**config.mk**
```make
export PLATFORM = sky130hd
export DESIGN_NAME = store_commit_unit_flat
export DESIGN_NICKNAME = d
export VERILOG_FILES = /design/src/rtl/store_commit_if.sv /design/src/rtl/store_commit_unit.sv /design/src/flat_wrapper.sv
export SDC_FILE = /design/constraint.sdc
export NUM_CORES = 1
export LEC_CHECK = 0
export ABC_AREA = 1
export BUFFER_PORTS_ARGS = -buffer_cell sky130_fd_sc_hd__buf_2
export CAP_MARGIN = 20
export CORE_MARGIN = 2
export CORE_UTILIZATION = 55
export DETAILED_ROUTE_END_ITERATION = 8
export GPL_ROUTABILITY_DRIVEN = 0
export HOLD_SLACK_MARGIN = 0.08
export PLACE_DENSITY = 0.84
export SLEW_MARGIN = 0
export SYNTH_ARGS = -nofsm -noshare
export SYNTH_HDL_FRONTEND = slang
export SYNTH_SLANG_ARGS = --single-unit
```
**constraint.sdc**
```tcl
create_clock -name clk -period 4.35 [get_ports clk]
set_input_delay 0.435 -clock clk [delete_from_list [all_inputs] [get_ports clk]]
set_output_delay 0.435 -clock clk [all_outputs]
set_load 0.03 [all_outputs]
```
**src/rtl/store_commit_if.sv**
```systemverilog
// Store commit bus: store-buffer head view, data RAM write port and commit echo.
// The commit unit is the master: it issues RAM writes and retire echoes.
interface store_commit_if #(
  parameter int ADDR_WIDTH = 15,
  parameter int DATA_WIDTH = 32,
  parameter int CNT_WIDTH  = 16
);
  logic                  head_valid;
  logic                  head_speculative;
  logic                  head_addr_tag;
  logic                  head_data_tag;
  logic [ADDR_WIDTH-1:0] head_addr;
  logic [DATA_WIDTH-1:0] head_data;
  logic [1:0]            head_size;
  logic                  prediction_failed;
  logic                  mem_req;
  logic [ADDR_WIDTH-1:0] mem_addr;
  logic [DATA_WIDTH-1:0] mem_wdata;
  logic [3:0]            mem_be;
  logic                  mem_ack;
  logic [ADDR_WIDTH-1:0] store_addr_active;
  logic [DATA_WIDTH-1:0] store_data_active;
  logic                  commit_valid;
  logic                  misalign_err;
  logic                  busy;
  logic [CNT_WIDTH-1:0]  commit_count;

  modport master (
    input  head_valid, head_speculative, head_addr_tag, head_data_tag,
           head_addr, head_data, head_size, prediction_failed, mem_ack,
    output mem_req, mem_addr, mem_wdata, mem_be,
           store_addr_active, store_data_active, commit_valid, misalign_err,
           busy, commit_count
  );

  modport slave (
    output head_valid, head_speculative, head_addr_tag, head_data_tag,
           head_addr, head_data, head_size, prediction_failed, mem_ack,
    input  mem_req, mem_addr, mem_wdata, mem_be,
           store_addr_active, store_data_active, commit_valid, misalign_err,
           busy, commit_count
  );
endinterface

```
**src/rtl/store_commit_unit.sv**
```systemverilog
// Store buffer drain stage: commits the resolved, non-speculative head entry to data RAM
// one store at a time and echoes it back so the buffer can clear and compact the entry.
module store_commit_unit #(
  parameter int ADDR_WIDTH = 15,
  parameter int DATA_WIDTH = 32,
  parameter int CNT_WIDTH  = 16
) (
  input logic            clk,
  input logic            reset,
  store_commit_if.master bus
);
  typedef enum logic [1:0] {IDLE = 2'd0, REQ = 2'd1, RETIRE = 2'd2, ERR = 2'd3} state_t;

  state_t                state_r, state_next_s;
  logic [ADDR_WIDTH-1:0] addr_r, addr_next_s;
  logic [DATA_WIDTH-1:0] data_r, data_next_s;
  logic [1:0]            size_r, size_next_s;
  logic                  eligible_s;

  logic                  mem_req_s, mem_req_r;
  logic [ADDR_WIDTH-1:0] mem_addr_s, mem_addr_r;
  logic [DATA_WIDTH-1:0] mem_wdata_s, mem_wdata_r;
  logic [3:0]            mem_be_s, mem_be_r;
  logic [ADDR_WIDTH-1:0] act_addr_s, act_addr_r;
  logic [DATA_WIDTH-1:0] act_data_s, act_data_r;
  logic                  commit_valid_s, commit_valid_r;
  logic                  misalign_err_s, misalign_err_r;
  logic                  busy_s, busy_r;
  logic [CNT_WIDTH-1:0]  count_s, count_r;

  function automatic logic is_aligned(input logic [1:0] size, input logic [1:0] low);
    case (size)
      2'd0:    is_aligned = 1'b1;
      2'd1:    is_aligned = ~low[0];
      2'd2:    is_aligned = (low == 2'b00);
      default: is_aligned = 1'b0;
    endcase
  endfunction

  function automatic logic [3:0] byte_enable(input logic [1:0] size, input logic [1:0] low);
    case (size)
      2'd0:    byte_enable = 4'b0001 << low;
      2'd1:    byte_enable = 4'b0011 << {low[1], 1'b0};
      2'd2:    byte_enable = 4'hF;
      default: byte_enable = 4'h0;
    endcase
  endfunction

  function automatic logic [DATA_WIDTH-1:0] lane_data(input logic [1:0] size,
                                                      input logic [DATA_WIDTH-1:0] d);
    case (size)
      2'd0:    lane_data = {4{d[7:0]}};
      2'd1:    lane_data = {2{d[15:0]}};
      default: lane_data = d;
    endcase
  endfunction

  assign eligible_s = bus.head_valid & ~bus.head_speculative & ~bus.head_addr_tag &
                      ~bus.head_data_tag & ~bus.prediction_failed;

  // Next-state and head-entry capture; squash only matters before the entry is latched.
  always_comb begin
    state_next_s = state_r;
    addr_next_s  = addr_r;
    data_next_s  = data_r;
    size_next_s  = size_r;
    case (state_r)
      IDLE: begin
        if (eligible_s) begin
          addr_next_s  = bus.head_addr;
          data_next_s  = bus.head_data;
          size_next_s  = bus.head_size;
          state_next_s = is_aligned(bus.head_size, bus.head_addr[1:0]) ? REQ : ERR;
        end else begin
          state_next_s = IDLE;
        end
      end
      REQ: begin
        if (bus.mem_ack) begin
          state_next_s = RETIRE;
        end else begin
          state_next_s = REQ;
        end
      end
      RETIRE:  state_next_s = IDLE;
      ERR:     state_next_s = IDLE;
      default: state_next_s = IDLE;
    endcase
  end

  // State register and latched store entry.
  always_ff @(posedge clk) begin
    if (reset) begin
      state_r <= IDLE;
      addr_r  <= {ADDR_WIDTH{1'b0}};
      data_r  <= {DATA_WIDTH{1'b0}};
      size_r  <= 2'd0;
    end else begin
      state_r <= state_next_s;
      addr_r  <= addr_next_s;
      data_r  <= data_next_s;
      size_r  <= size_next_s;
    end
  end

  // Output decode from the upcoming state so every output leaves a flop.
  always_comb begin
    mem_req_s      = 1'b0;
    mem_addr_s     = {ADDR_WIDTH{1'b0}};
    mem_wdata_s    = {DATA_WIDTH{1'b0}};
    mem_be_s       = 4'h0;
    act_addr_s     = {ADDR_WIDTH{1'b1}};
    act_data_s     = {DATA_WIDTH{1'b1}};
    commit_valid_s = 1'b0;
    misalign_err_s = 1'b0;
    count_s        = count_r;
    case (state_next_s)
      REQ: begin
        mem_req_s   = 1'b1;
        mem_addr_s  = {addr_next_s[ADDR_WIDTH-1:2], 2'b00};
        mem_wdata_s = lane_data(size_next_s, data_next_s);
        mem_be_s    = byte_enable(size_next_s, addr_next_s[1:0]);
      end
      RETIRE: begin
        act_addr_s     = addr_next_s;
        act_data_s     = data_next_s;
        commit_valid_s = 1'b1;
        count_s        = count_r + {{(CNT_WIDTH-1){1'b0}}, 1'b1};
      end
      ERR: begin
        act_addr_s     = addr_next_s;
        act_data_s     = data_next_s;
        misalign_err_s = 1'b1;
      end
      default: begin
        mem_req_s = 1'b0;
      end
    endcase
    busy_s = (state_next_s != IDLE);
  end

  // Output registers.
  always_ff @(posedge clk) begin
    if (reset) begin
      mem_req_r      <= 1'b0;
      mem_addr_r     <= {ADDR_WIDTH{1'b0}};
      mem_wdata_r    <= {DATA_WIDTH{1'b0}};
      mem_be_r       <= 4'h0;
      act_addr_r     <= {ADDR_WIDTH{1'b1}};
      act_data_r     <= {DATA_WIDTH{1'b1}};
      commit_valid_r <= 1'b0;
      misalign_err_r <= 1'b0;
      busy_r         <= 1'b0;
      count_r        <= {CNT_WIDTH{1'b0}};
    end else begin
      mem_req_r      <= mem_req_s;
      mem_addr_r     <= mem_addr_s;
      mem_wdata_r    <= mem_wdata_s;
      mem_be_r       <= mem_be_s;
      act_addr_r     <= act_addr_s;
      act_data_r     <= act_data_s;
      commit_valid_r <= commit_valid_s;
      misalign_err_r <= misalign_err_s;
      busy_r         <= busy_s;
      count_r        <= count_s;
    end
  end

  assign bus.mem_req           = mem_req_r;
  assign bus.mem_addr          = mem_addr_r;
  assign bus.mem_wdata         = mem_wdata_r;
  assign bus.mem_be            = mem_be_r;
  assign bus.store_addr_active = act_addr_r;
  assign bus.store_data_active = act_data_r;
  assign bus.commit_valid      = commit_valid_r;
  assign bus.misalign_err      = misalign_err_r;
  assign bus.busy              = busy_r;
  assign bus.commit_count      = count_r;
endmodule

```
**src/flat_wrapper.sv**
```systemverilog
// flat-port wrapper written by rule: the top's interface ports become plain ports
module store_commit_unit_flat 
#(
  parameter int ADDR_WIDTH = 15,
  parameter int DATA_WIDTH = 32,
  parameter int CNT_WIDTH  = 16
)
  (clk, reset, bus_head_valid, bus_head_speculative, bus_head_addr_tag, bus_head_data_tag, bus_head_addr, bus_head_data, bus_head_size, bus_prediction_failed, bus_mem_ack, bus_mem_req, bus_mem_addr, bus_mem_wdata, bus_mem_be, bus_store_addr_active, bus_store_data_active, bus_commit_valid, bus_misalign_err, bus_busy, bus_commit_count);
  store_commit_if #(.ADDR_WIDTH(ADDR_WIDTH), .DATA_WIDTH(DATA_WIDTH), .CNT_WIDTH(CNT_WIDTH)) bus_i ();
  input logic clk;
  input logic reset;
  input wire logic [$bits(bus_i.head_valid)-1:0] bus_head_valid;
  input wire logic [$bits(bus_i.head_speculative)-1:0] bus_head_speculative;
  input wire logic [$bits(bus_i.head_addr_tag)-1:0] bus_head_addr_tag;
  input wire logic [$bits(bus_i.head_data_tag)-1:0] bus_head_data_tag;
  input wire logic [$bits(bus_i.head_addr)-1:0] bus_head_addr;
  input wire logic [$bits(bus_i.head_data)-1:0] bus_head_data;
  input wire logic [$bits(bus_i.head_size)-1:0] bus_head_size;
  input wire logic [$bits(bus_i.prediction_failed)-1:0] bus_prediction_failed;
  input wire logic [$bits(bus_i.mem_ack)-1:0] bus_mem_ack;
  output wire logic [$bits(bus_i.mem_req)-1:0] bus_mem_req;
  output wire logic [$bits(bus_i.mem_addr)-1:0] bus_mem_addr;
  output wire logic [$bits(bus_i.mem_wdata)-1:0] bus_mem_wdata;
  output wire logic [$bits(bus_i.mem_be)-1:0] bus_mem_be;
  output wire logic [$bits(bus_i.store_addr_active)-1:0] bus_store_addr_active;
  output wire logic [$bits(bus_i.store_data_active)-1:0] bus_store_data_active;
  output wire logic [$bits(bus_i.commit_valid)-1:0] bus_commit_valid;
  output wire logic [$bits(bus_i.misalign_err)-1:0] bus_misalign_err;
  output wire logic [$bits(bus_i.busy)-1:0] bus_busy;
  output wire logic [$bits(bus_i.commit_count)-1:0] bus_commit_count;
  assign bus_i.head_valid = bus_head_valid;
  assign bus_i.head_speculative = bus_head_speculative;
  assign bus_i.head_addr_tag = bus_head_addr_tag;
  assign bus_i.head_data_tag = bus_head_data_tag;
  assign bus_i.head_addr = bus_head_addr;
  assign bus_i.head_data = bus_head_data;
  assign bus_i.head_size = bus_head_size;
  assign bus_i.prediction_failed = bus_prediction_failed;
  assign bus_i.mem_ack = bus_mem_ack;
  assign bus_mem_req = bus_i.mem_req;
  assign bus_mem_addr = bus_i.mem_addr;
  assign bus_mem_wdata = bus_i.mem_wdata;
  assign bus_mem_be = bus_i.mem_be;
  assign bus_store_addr_active = bus_i.store_addr_active;
  assign bus_store_data_active = bus_i.store_data_active;
  assign bus_commit_valid = bus_i.commit_valid;
  assign bus_misalign_err = bus_i.misalign_err;
  assign bus_busy = bus_i.busy;
  assign bus_commit_count = bus_i.commit_count;
  store_commit_unit #(.ADDR_WIDTH(ADDR_WIDTH), .DATA_WIDTH(DATA_WIDTH), .CNT_WIDTH(CNT_WIDTH)) u_core (.clk(clk), .reset(reset), .bus(bus_i));
endmodule
```
==> qor_table.md <==
| Result | Reported | Unit |
|:---|:---|:---|
| Portion of total power attributed to combinational logic | 4.2 | % |
| CP required | 4.72 | ns |
| Clock-pin slew on the worst setup and hold paths | 0.07 | ns |
| Worst hold path class | in -> reg | - |
| Total overflow reported by the global router | 0 | - |
| Setup skew after layout | 0.0113 | ns |
| Final setup violating endpoints | 0 | - |
| Die Outline Area | 0.0115 | mm^2 |
| Area added between synthesis and finish | 24.3 | % |
| Syn Area/Cell | 8.35 | um^2 |
| Effective utilization at floorplan | 56.7 | % |
| Leakage dissipation | 3.43 | nW |
| Final routed DRC violation total | 0 | - |
| Number of fill cells | 850 | - |
| Master cell of the clock root buffer | sky130_fd_sc_hd__clkbuf_8 | - |
| Placed cell count | 982 | - |
| Post-cts sizing count | 0 | - |
| Flop-to-flop setup slack | 1.70 | ns |
| Num rows | 37 | - |
| Slew Limit Headroom | 30.8 | % |
| Overall routing resource usage | 23.7 | % |
| Fraction of power consumed by sequential logic | 48.4 | % |
| Number of enable-type register cells in the synthesized netlist | 0 | - |
| Total power | 3.19 | mW |
| Core footprint | 0.0104 | mm^2 |
| Number of warning messages in the yosys log | 0 | - |
| Post-CTS Setup Repair Bufs | 0 | - |
| Setup repair after global routing missed its margin | false | - |
| Reg2reg start | u_core.state_r[0]$_SDFF_PP0_ | - |
| Startpoint Class | flip-flop | - |
| Post-route worst hold slack | 0.180 | ns |
| Post-Route Setup TNS | 0 | ns |
| Vias in the first global route | 4417 | - |
| Length of the first detailed-routing pass in iterations | 4 | - |
| Non-filler cells, final | 1014 | - |
| Longest Clk Path Bufs | 2 | - |
| Diodes inserted | 0 | - |
| Top achievable clock speed | 377 | MHz |
| Switching power summed over all nets | 759 | uW |
| Post-synthesis cell type count | 36 | - |
| Horiz. Die Dim | 107 | um |
| Internal power consumption | 2.43 | mW |
| Total via count after detailed routing | 4940 | - |
| Worst Path Class, Setup | reg -> reg | - |
| Num CTS Buffers | 17 | - |
| DRC marker count from the first detailed-route iteration | 236 | - |
| Die Height | 107 | um |
| First-pass GRT wire length | 21.2 | mm |
| Pin count of the biggest net entering global routing | 64 | - |
| Arrival time at the worst endpoint | 3.02 | ns |
| Max Transition Viols Final | 0 | - |
| Most frequent standard cell in the layout excluding fill and tap cells | sky130_fd_sc_hd__buf_2 | - |
| Fraction of power spent switching nets | 23.8 | % |
| Antenna violations before repair | 0 | - |
| Post-Syn Instances | 704 | - |
| Via/cell ratio | 4.87 | - |
| Hold_buf cts | 0 | - |
| Final critical-path share of the clock period | 60.9 | % |
| Number of levels the H-tree was split into | 4 | - |
| Synth area leaders | sky130_fd_sc_hd__dfxtp_1, sky130_fd_sc_hd__nand2_1, sky130_fd_sc_hd__nor2_1 | - |
| Clock Sinks | 167 | - |
| Worst vdd ir | 269 | uV |
| Kind of capture point of the worst setup path | flip-flop | - |
| Least-Margin Pin Slew | 1.04 | ns |
| Worst-path fanout max | 63 | - |
| Antenna Violating Nets Remaining | 0 | - |
| Proportion of layout cells with a drive suffix above 1 | 29.6 | % |
| Clk pwr share | 47.3 | % |
| Routed Wire Length | 13.6 | mm |
| Worst flop-to-flop path endpoint | u_core.bus.mem_be[3]$_SDFF_PP0_ | - |
| Part of the Yosys area used for sequential elements | 56.9 | % |
| Post-detailed-placement half-perimeter wirelength | 9.22 | mm |
| Run status | complete, no violations | - |
| FF+latch count, synth | 167 | - |
| IO Pins | 175 | - |
| Most used DFF post-synth | sky130_fd_sc_hd__dfxtp_1 | - |
| Clock latency on the worst-skew pair | 0.51 | ns |
| Commonest cells after routing, fill and taps aside | sky130_fd_sc_hd__buf_2, sky130_fd_sc_hd__dfxtp_1, sky130_fd_sc_hd__nand2_1, sky130_fd_sc_hd__nor2_1, sky130_fd_sc_hd__inv_1 | - |
| Clock tree from TritonCTS | built | - |
| Area share of the largest cell type after synthesis | 56.9 | % |
| Final hold violations | 0 | - |
| Post-route minimum period | 2.65 | ns |
| Pwr per Cell Area | 436 | mW/mm^2 |
| Count of maximum capacitance violations | 0 | - |
| Capture endpoint of the worst hold path | u_core.bus.store_addr_active[4]$_SDFF_PP1_ | - |
| DR WL/cell | 13.4 | um |
| Worst hold path startpoint | bus_head_addr[4] | - |
| Synth async-reset ratio | 0 | % |
| Buffers added on ports | 172 | - |
| Hold Path Cell Cnt | 3 | - |
| Library cell with the largest summed area after synthesis | sky130_fd_sc_hd__dfxtp_1 | - |
| Worst reg2reg path depth | 11 | - |
| Number of nets in the finished design | 923 | - |
| Combined area of all synthesized cells | 0.00588 | mm^2 |
## cells in the mapped netlist, types with 5 or more instances
cell and instances:
sky130_fd_sc_hd__dfxtp_1 167, sky130_fd_sc_hd__nand2_1 153, sky130_fd_sc_hd__nor2_1 113, sky130_fd_sc_hd__inv_1 64, sky130_fd_sc_hd__nand3_1 57, sky130_fd_sc_hd__nand2_2 23, sky130_fd_sc_hd__o21ai_0 15, sky130_fd_sc_hd__a21oi_1 13
sky130_fd_sc_hd__mux2i_1 13, sky130_fd_sc_hd__buf_2 12, sky130_fd_sc_hd__clkbuf_1 8, sky130_fd_sc_hd__inv_2 8, sky130_fd_sc_hd__buf_4 7, sky130_fd_sc_hd__a21oi_2 5, sky130_fd_sc_hd__buf_6 5, sky130_fd_sc_hd__o21ai_1 5
## sequential cells by signal, summed over array words and instances, names as in the netlist
| signal | count |
|---|---|
| u_core.bus.commit_count | 16 |
| u_core.bus.mem_wdata | 32 |
| u_core.data_r | 32 |
| u_core.bus.busy | 1 |
| u_core.bus.store_addr_active | 15 |
| u_core.bus.misalign_err | 1 |
| u_core.size_r | 2 |
| u_core.bus.mem_req | 1 |
| u_core.bus.store_data_active | 32 |
| u_core.bus.mem_addr | 13 |
| u_core.addr_r | 15 |
| u_core.bus.mem_be | 4 |
| u_core.bus.commit_valid | 1 |
| u_core.state_r | 2 |
## critical path, stage by stage (launching register included)
cell and delay (ns):
sky130_fd_sc_hd__dfxtp_1 0.38, sky130_fd_sc_hd__inv_2 0.05, sky130_fd_sc_hd__nand2_1 0.07, sky130_fd_sc_hd__nor2_2 0.05, sky130_fd_sc_hd__nand2_4 0.54, sky130_fd_sc_hd__nand2_1 0.10, sky130_fd_sc_hd__nand2_1 0.54, sky130_fd_sc_hd__inv_2 0.36
sky130_fd_sc_hd__nand2_1 0.16, sky130_fd_sc_hd__nand2_1 0.08, sky130_fd_sc_hd__nor2_1 0.10, sky130_fd_sc_hd__nor2_1 0.05
## stage by stage
step / cell area (um^2) / setup slack [ns] / util (%)
6_report: 7310 / 1.70 / 70.5
5_1_grt: 7310 / 1.39 / 70.5
4_1_cts: 7310 / 1.69 / 70.5
3_5_place_dp: 6710 / 1.57 / 64.7
3_3_place_gp: 6710 / 1.65 / 64.7
2_1_floorplan: 5880 / 2.66 / -
## power groups by stage
stage	Combinational, mW	Sequential [mW]	Clock, mW
3_5_place_dp	0.135	1.58	0
6_report	0.135	1.54	1.51
5_1_grt	0.150	1.54	1.60
4_1_cts	0.135	1.54	1.53
3_3_place_gp	0.133	1.58	0
2_1_floorplan	0.0759	1.59	0
## kinds of logic after synthesis
kind of cell             after synthesis  share of synthesized area [%]
AND/OR/NAND/NOR                      367                           27.0
flip-flops                           167                           56.9
buffers and inverters                106                           8.49
AO/OA/AOI/OAI                         48                           5.04
other                                  1                         0.0638
multiplexers                          13                           2.21
adder cells (fa/ha/maj)                1                          0.213
XOR/XNOR                               1                          0.149
## area by class of cell
class / count / area, um^2 / area share (%)
multi-input cells: 432 / 2040 / 27.9
inverters: 72 / 270 / 3.70
clock buffers: 17 / 414 / 5.67
clock inverters: 15 / 185 / 2.53
flip-flops and latches: 167 / 3340 / 45.7
repair buffers: 175 / 883 / 12.1
well taps: 136 / 170 / 2.33
## worst max path at each step
stage,startpoint,endpoint,slack [ns]
after floorplan,u_core.bus.commit_count[0]$_SDFFE_PP0N_,u_core.bus.commit_count[14]$_SDFFE_PP0N_,2.66
final,u_core.state_r[0]$_SDFF_PP0_,u_core.bus.mem_be[3]$_SDFF_PP0_,1.70
after detailed placement,bus_head_speculative,u_core.bus.store_addr_active[14]$_SDFF_PP1_,1.57
after CTS,u_core.state_r[0]$_SDFF_PP0_,u_core.bus.mem_wdata[23]$_SDFF_PP0_,1.69
after global routing,u_core.state_r[0]$_SDFF_PP0_,u_core.bus.mem_be[3]$_SDFF_PP0_,1.39
after global placement,bus_head_speculative,u_core.bus.store_data_active[31]$_SDFF_PP1_,1.65
## layer usage
| metal | up-vias | GRT usage, % | share of wire [%] |
|---|---|---|---|
| li1 | 2496 | - | - |
| met1 | 2249 | 31.0 | 45 |
| met2 | 173 | 38.7 | 47 |
| met3 | 22 | 5.21 | 6.3 |
| met4 | 0 | 8.61 | 1.9 |
| met5 | - | 0 | 0 |
(Power assumes the default switching activity.)
